`config.mk`:
```
export PLATFORM = sky130hd
export DESIGN_NAME = aes_ti_host_ctrl
export DESIGN_NICKNAME = d
export VERILOG_FILES = /design/src/rtl/aes_ti_host_ctrl.sv
export SDC_FILE = /design/constraint.sdc
export NUM_CORES = 1
export LEC_CHECK = 0
export ABC_AREA = 1
export CAP_MARGIN = 20
export CORE_UTILIZATION = 25
export DETAILED_ROUTE_END_ITERATION = 8
export SLEW_MARGIN = 5
export SYNTH_ARGS = -nofsm -noshare
export SYNTH_HDL_FRONTEND = slang
export SYNTH_SLANG_ARGS = --single-unit
```
`constraint.sdc`:
```
create_clock -name ClkxCI -period 2.1 [get_ports ClkxCI]
set_clock_uncertainty 0.2 [all_clocks]
set_input_delay 0.63 -clock ClkxCI [delete_from_list [all_inputs] [get_ports ClkxCI]]
set_output_delay 0.63 -clock ClkxCI [all_outputs]
set_load 0.02 [all_outputs]
```
`src/rtl/aes_ti_host_ctrl.sv`:
```
// Host-side sequencer for the byte-serial two-share threshold AES core.
// Loads one shared plaintext and key, runs the core, and returns both ciphertext shares.
module aes_ti_host_ctrl #(
   parameter int TIMEOUT_CYCLES = 300
) (
   input  logic         ClkxCI,
   input  logic         RstxSI,
   input  logic         InValidxSI,
   output logic         InReadyxSO,
   input  logic [127:0] PT0xDI,
   input  logic [127:0] PT1xDI,
   input  logic [127:0] KxDI,
   input  logic [15:0]  RandxDI,
   output logic         OutValidxSO,
   input  logic         OutReadyxSI,
   output logic [127:0] C0xDO,
   output logic [127:0] C1xDO,
   output logic         BusyxSO,
   output logic         ErrorxSO,
   output logic         CoreStartxSO,
   output logic [7:0]   CorePT0xDO,
   output logic [7:0]   CorePT1xDO,
   output logic [7:0]   CoreR0xDO,
   output logic [7:0]   CoreR1xDO,
   output logic [7:0]   CoreKxDO,
   input  logic [7:0]   CoreC0xDI,
   input  logic [7:0]   CoreC1xDI,
   input  logic         CoreDonexSI
);

   localparam int TW = $clog2(TIMEOUT_CYCLES + 1);

   typedef enum logic [2:0] {
      stIdle,
      stLoad,
      stWait,
      stUnload,
      stOut
   } stateT;

   stateT          state;
   stateT          nextState;
   logic [3:0]     byteCnt;
   logic [TW-1:0]  waitCnt;
   logic [127:0]   pt0Reg;
   logic [127:0]   pt1Reg;
   logic [127:0]   kReg;
   logic [127:0]   c0Reg;
   logic [127:0]   c1Reg;
   logic           errorReg;
   logic           timeoutHit;

   // A done arriving on the last allowed wait cycle still wins over the timeout.
   assign timeoutHit = (state == stWait) && !CoreDonexSI &&
                       (waitCnt == TW'(TIMEOUT_CYCLES - 1));

   // State register.
   always_ff @(posedge ClkxCI) begin
      if (RstxSI) begin
         state <= stIdle;
      end else begin
         state <= nextState;
      end
   end

   // Next-state logic.
   always_comb begin
      nextState = state;
      case (state)
         stIdle:   if (InValidxSI) nextState = stLoad;
         stLoad:   if (byteCnt == 4'd15) nextState = stWait;
         stWait: begin
            if (CoreDonexSI) begin
               nextState = stUnload;
            end else if (timeoutHit) begin
               nextState = stIdle;
            end
         end
         stUnload: if (byteCnt == 4'd15) nextState = stOut;
         stOut:    if (OutReadyxSI) nextState = stIdle;
         default:  nextState = stIdle;
      endcase
   end

   // Datapath. Input registers shift out MSB-first with zero fill, so after the
   // sixteenth load byte the plaintext shares and key are already wiped.
   // Ciphertext shares shift in at the LSB end, leaving byte 0 on top when full.
   always_ff @(posedge ClkxCI) begin
      if (RstxSI) begin
         byteCnt  <= '0;
         waitCnt  <= '0;
         pt0Reg   <= '0;
         pt1Reg   <= '0;
         kReg     <= '0;
         c0Reg    <= '0;
         c1Reg    <= '0;
         errorReg <= 1'b0;
      end else begin
         case (state)
            stIdle: begin
               byteCnt <= '0;
               if (InValidxSI) begin
                  pt0Reg <= PT0xDI;
                  pt1Reg <= PT1xDI;
                  kReg   <= KxDI;
               end
            end
            stLoad: begin
               pt0Reg  <= {pt0Reg[119:0], 8'h00};
               pt1Reg  <= {pt1Reg[119:0], 8'h00};
               kReg    <= {kReg[119:0], 8'h00};
               byteCnt <= byteCnt + 4'd1;
               waitCnt <= '0;
            end
            stWait: begin
               waitCnt <= waitCnt + TW'(1);
               if (CoreDonexSI) begin
                  c0Reg   <= {c0Reg[119:0], CoreC0xDI};
                  c1Reg   <= {c1Reg[119:0], CoreC1xDI};
                  byteCnt <= 4'd1;
               end else if (timeoutHit) begin
                  errorReg <= 1'b1;
               end
            end
            stUnload: begin
               c0Reg   <= {c0Reg[119:0], CoreC0xDI};
               c1Reg   <= {c1Reg[119:0], CoreC1xDI};
               byteCnt <= byteCnt + 4'd1;
            end
            stOut: begin
               if (OutReadyxSI) begin
                  c0Reg <= '0;
                  c1Reg <= '0;
               end
            end
            default: begin
               byteCnt <= '0;
            end
         endcase
      end
   end

   // Output decode; core-facing data is forced to zero outside LOAD.
   always_comb begin
      InReadyxSO   = 1'b0;
      OutValidxSO  = 1'b0;
      BusyxSO      = (state != stIdle);
      CoreStartxSO = 1'b0;
      CorePT0xDO   = 8'h00;
      CorePT1xDO   = 8'h00;
      CoreKxDO     = 8'h00;
      CoreR0xDO    = 8'h00;
      CoreR1xDO    = 8'h00;
      case (state)
         stIdle: InReadyxSO = 1'b1;
         stLoad: begin
            CoreStartxSO = (byteCnt == 4'd0);
            CorePT0xDO   = pt0Reg[127:120];
            CorePT1xDO   = pt1Reg[127:120];
            CoreKxDO     = kReg[127:120];
            CoreR0xDO    = RandxDI[15:8];
            CoreR1xDO    = RandxDI[7:0];
         end
         stOut:  OutValidxSO = 1'b1;
         default: begin
            InReadyxSO = 1'b0;
         end
      endcase
   end

   assign C0xDO    = c0Reg;
   assign C1xDO    = c1Reg;
   assign ErrorxSO = errorReg;

endmodule

```
Word-level counts from Yosys, hierarchy flattened
Cells that the tools add are included.
Cells by class
  divide/modulo/power cells: 0
  reductions and logical operators: 15
  $mul: 0
  add/subtract/negate cells: 2
  multiplexer cells: 29
  shift-type cells: 0
  magnitude comparators: 0
  bitwise operators: 2
  equal/unequal tests: 12
Operator list (count)
  $mux W128: 6
  $pmux W128 S2: 3
  $pmux W128 S3: 2
  $mux W8: 5
  $mux W3: 6
  $pmux W9 S2: 1
  $pmux W3 S5: 1
  $pmux W4 S3: 1
  $ne A2 B2 Y1 const B: 5
  $add A9 B1 Y9 const B: 1
  $eq A9 B9 Y1 const B: 1
  $eq A3 B2 Y1 const B: 2
  $reduce_and A3 Y1: 2
  $reduce_bool A3 Y1: 2
  $reduce_and A5 Y1: 1
  $add A4 B1 Y4 const B: 1
  $eq A4 B4 Y1 const B: 1
  $logic_not A4 Y1: 1
  $mux W4: 1
  $reduce_and A2 Y1: 2
  $reduce_bool A2 Y1: 2
  $eq A3 B1 Y1 const B: 1
  $eq A3 B3 Y1 const B: 1
  $logic_not A3 Y1: 1
  6 further kinds: 10
Word-level totals
  memories: 0
  bits in latches: 0
  register bits: 657
  bits in read-only memories: 0
  memory bits (writable): 0
  output and inout port bits: 301
  input port bits: 421

Depth between registers and ports, before layout
Gate-level depths: netlist (run 1).
  depth after elaboration: 6
  depth in mapped cells: 12
  mapped depth without buffers: 9

Worst setup path after synthesis (run 1)
Ideal clock, no wire load.
  kind: flip-flop to output port
  from: register state[2]
  to: output CoreKxDO[0]
  buffers on the path: 3
  data arrival time: 1.438 ns
  cell stages (with the launch flop): 7
  path slack: -0.168 ns
  cells stage by stage: dfxtp_1 nor2_2 nand2_2 clkbuf_1 clkbuf_1 buf_2 nor2_1
On the way
  word-level cells in the longest chain between the ends: 2
RTL lines
  start, declared: RTL line 41  | stateT state;
  start signal, assigned: RTL line 60  | state <= stIdle;
  start signal, assigned: RTL line 62  | state <= nextState;
  $eq A3 B1 Y1: RTL line 154  | case (state)
  $mux W8: RTL line 154
  end, declared: RTL line 25  | output logic [7:0] CoreKxDO,
Every way passes these cells.

Worst setup path in the final report (run 1)
  from: register state[2]
  to: output CoreKxDO[3]
The elaborated chain is that of the path after synthesis.

==> results.cfg, run 1 <==
[placed_design]
gp_congestion = 0.829
port_buffers = 721
dpl.hpwl_microns = 78900
post-place-ws_ns = -0.822
dp_cells = 6547

[floorplan]
ioPinCount = 722
die_y_microns = 344
die_w_microns = 344
num_rows = 125
dieArea_sq_um = 118000
initial_core_util_pct = 25.2
design.core.area_sq_um = 116000

[timing]
setup_viol = 359
tightestPinTransition_ns = 0.673
hold_ws_ns = 0.258
slew_viol_final = 0
min_period_over_period_pct = 129
setup_slack_ns = -0.600
slew_headroom_pct = 54.7
max_freq_ghz = 0.370
rsz0062_at_grt = true
min_period_ns = 2.70
final_hold_viol_count = 0

[synth]
yosysMostFrequentCell = nand2_1
synthArstFlopShare_pct = 0
synth_common_cells = nand2_1 (1352), inv_1 (696), dfxtp_1 (657)
synth_edf_count = 0
ys.flop_type = dfxtp_1
syn_nets = 4829
yosysTopAreaCell = dfxtp_1
syn_area_per_cell_sq_um = 6.63
syn-cell-area_sq_um = 29200
ys_warn_count = 0
synth_top_area_share_pct = 45.0
synth_cell_type_count = 31
ys_seq_area_share_pct = 45.0
synth-seq-cells = 657
ys_top_cells_by_area = dfxtp_1 (45%), nand2_1 (17%), inv_1 (8.9%)
synthCells = 4405

[finish]
regArea_sq_um = 13200
fin_cells = 6799
multi_input_area_sq_um = 12700
drive_above_1_share_pct = 16.4
fin_nets = 5641
syn_to_final_growth_pct = 49.8
fillCellCount = 12200

[grt]
grt_usage_pct = 18.6
grt_pass1_vias = 27800
grtUsageMet2_pct = 30.9
grt_busiest_layer = met2
grtUsageMet3_pct = 5.21
grt_start_max_net_pins = 83
grt_antenna_before_repair = 17
grt_overflow = 0
met1_usage_pct = 23.7
grt_pass1_wl_microns = 168000

[detailed_routing]
first_pass_iters = 5
vias_per_cell = 4.45
drt-initial-drc-count = 1910
route.vias.total = 30200
routed_wirelength_microns = 119000
drc = 0
wl_per_cell_microns = 17.5
ant_nets = 0

[critical_path]
crit_required_ns = 1.27
cp-startpoint = state[2]$_SDFFE_PP0P_
cp_max_fo = 6
regToRegStartpoint = state[1]$_SDFFE_PP0P_
startpoint_type = flop
path_class = flop to output pin
arrival_ns = 1.87
endpoint_kind = output pin

[clock_tree]
cts.sinks = 657
clk_latency_ns = 0.65
cts-root-buf = clkbuf_16
htreeDepth = 3
cts_made_buffers = 80
path_clk_slew_ns = 0.06
cts_buffer_depth = 3
cts_tree = done

[power_and_ir_drop]
power_density_nw_per_um2 = 1380
ir_drop_uv = 755
cellLeakagePower_nw = 21.2
finalPower_mw = 60.4

[flow_run]
maxCapViolCount = 0

[worst_hold_path]
min-delay-start = RstxSI
min-delay-path-class = primary input to flop

[outcome]
violations = setup timing
status = finished with violations
[state kept, by name, summed over array words and instances, names as in the netlist]
register / flops
C0xDO: 128
C1xDO: 128
ErrorxSO: 1
byteCnt: 4
kReg: 128
pt0Reg: 128
pt1Reg: 128
state: 3
waitCnt: 9
[critical path, stage by stage, from the launching register on]
cell and delay, ns:
dfxtp_2 0.33, nor2_4 0.16, nand2_8 0.13, buf_16 0.19, buf_12 0.15, nor2_4 0.11
buf_6 0.12
[power breakdown]
group	leakage, nW	total (mW)	switching, mW	internal [mW]
Sequential	5.39	17.5	1.73	15.8
Combinational	14.6	29.3	16.5	12.8
Clock	1.22	13.7	5.87	7.79
[cell type report]
| cell class | instances | share of cell area, % |
|---|---|---|
| well taps | 1524 | 4.36 |
| repair buffers | 1021 | 24.3 |
| multi-input cells | 2754 | 29.1 |
| clock buffers | 108 | 5.02 |
| flip-flops and latches | 657 | 30.1 |
| diodes | 4 | 0.0229 |
| repair inverters | 3 | 0.140 |
| inverters | 700 | 6.13 |
| clock inverters | 28 | 0.829 |
[final timing paths]
check / to / slack [ns] / cells past startpoint
setup / recovery: CoreKxDO[3] / -0.60 / 6
hold / removal: pt0Reg[51]$_SDFFE_PP0P_ / 0.26 / 4
setup reg to reg: pt1Reg[13]$_SDFFE_PP0P_ / -0.20 / 10
hold reg to reg: pt1Reg[2]$_SDFFE_PP0P_ / 0.26 / 2
[placed cells by master, fill, tap and decap left out, types with 41 or more instances in the layout]
cell	synthesis	layout
a21oi_1	151	148
inv_1	696	693
buf_6	7	69
nand2_1	1352	1331
buf_12	0	64
o21ai_1	38	75
nor2_1	501	455
dfxtp_1	657	642
nand3_1	184	181
a22oi_1	44	44
buf_4	20	151
o21ai_0	288	211
nor2_4	1	41
o211ai_1	129	129
buf_2	132	228
clkdlybuf4s50_1	0	419
clkbuf_16	0	112
[metal layers]
metal	part of all wire (%)	vias to the layer above
met5	0.099	-
met3	8.3	166
li1	-	15200
met4	2.3	18
met2	47	932
met1	43	14000
[metrics by stage]
stage          util, %  setup TNS [ns]  instance area (sq um)
2_1_floorplan        -          -0.546                  29500
3_3_place_gp      33.9         -217.97                  39400
3_5_place_dp      33.9         -220.56                  39400
4_1_cts           36.5          -41.63                  42400
5_1_grt           37.7          -94.05                  43700
6_report          37.7          -35.07                  43700
[cells by family after synthesis]
| family | after synthesis | share of synthesized area, % |
|---|---|---|
| compound gates | 697 | 13.7 |
| fa+ha+maj | 3 | 0.129 |
| buf+inv | 995 | 13.8 |
| flops | 657 | 45.0 |
| simple gates | 2053 | 27.3 |
[repair_timing]
action	4_1_cts	5_1_grt
cloned	24	39
setup endpoints to repair	693	681
pin swaps	8	20
resized for setup	1504	145
hold buffers	0	0
buffers inserted	47	13
Note: power is estimated with default switching activity, not from simulation.
==> run 2, diff against run 1 <==
Settings changed: ABC_CLOCK_PERIOD_IN_PS set to 2100.
==> results of run 2 <==
Same layout as run 1: the final DEF is identical, and so are final timing and power.
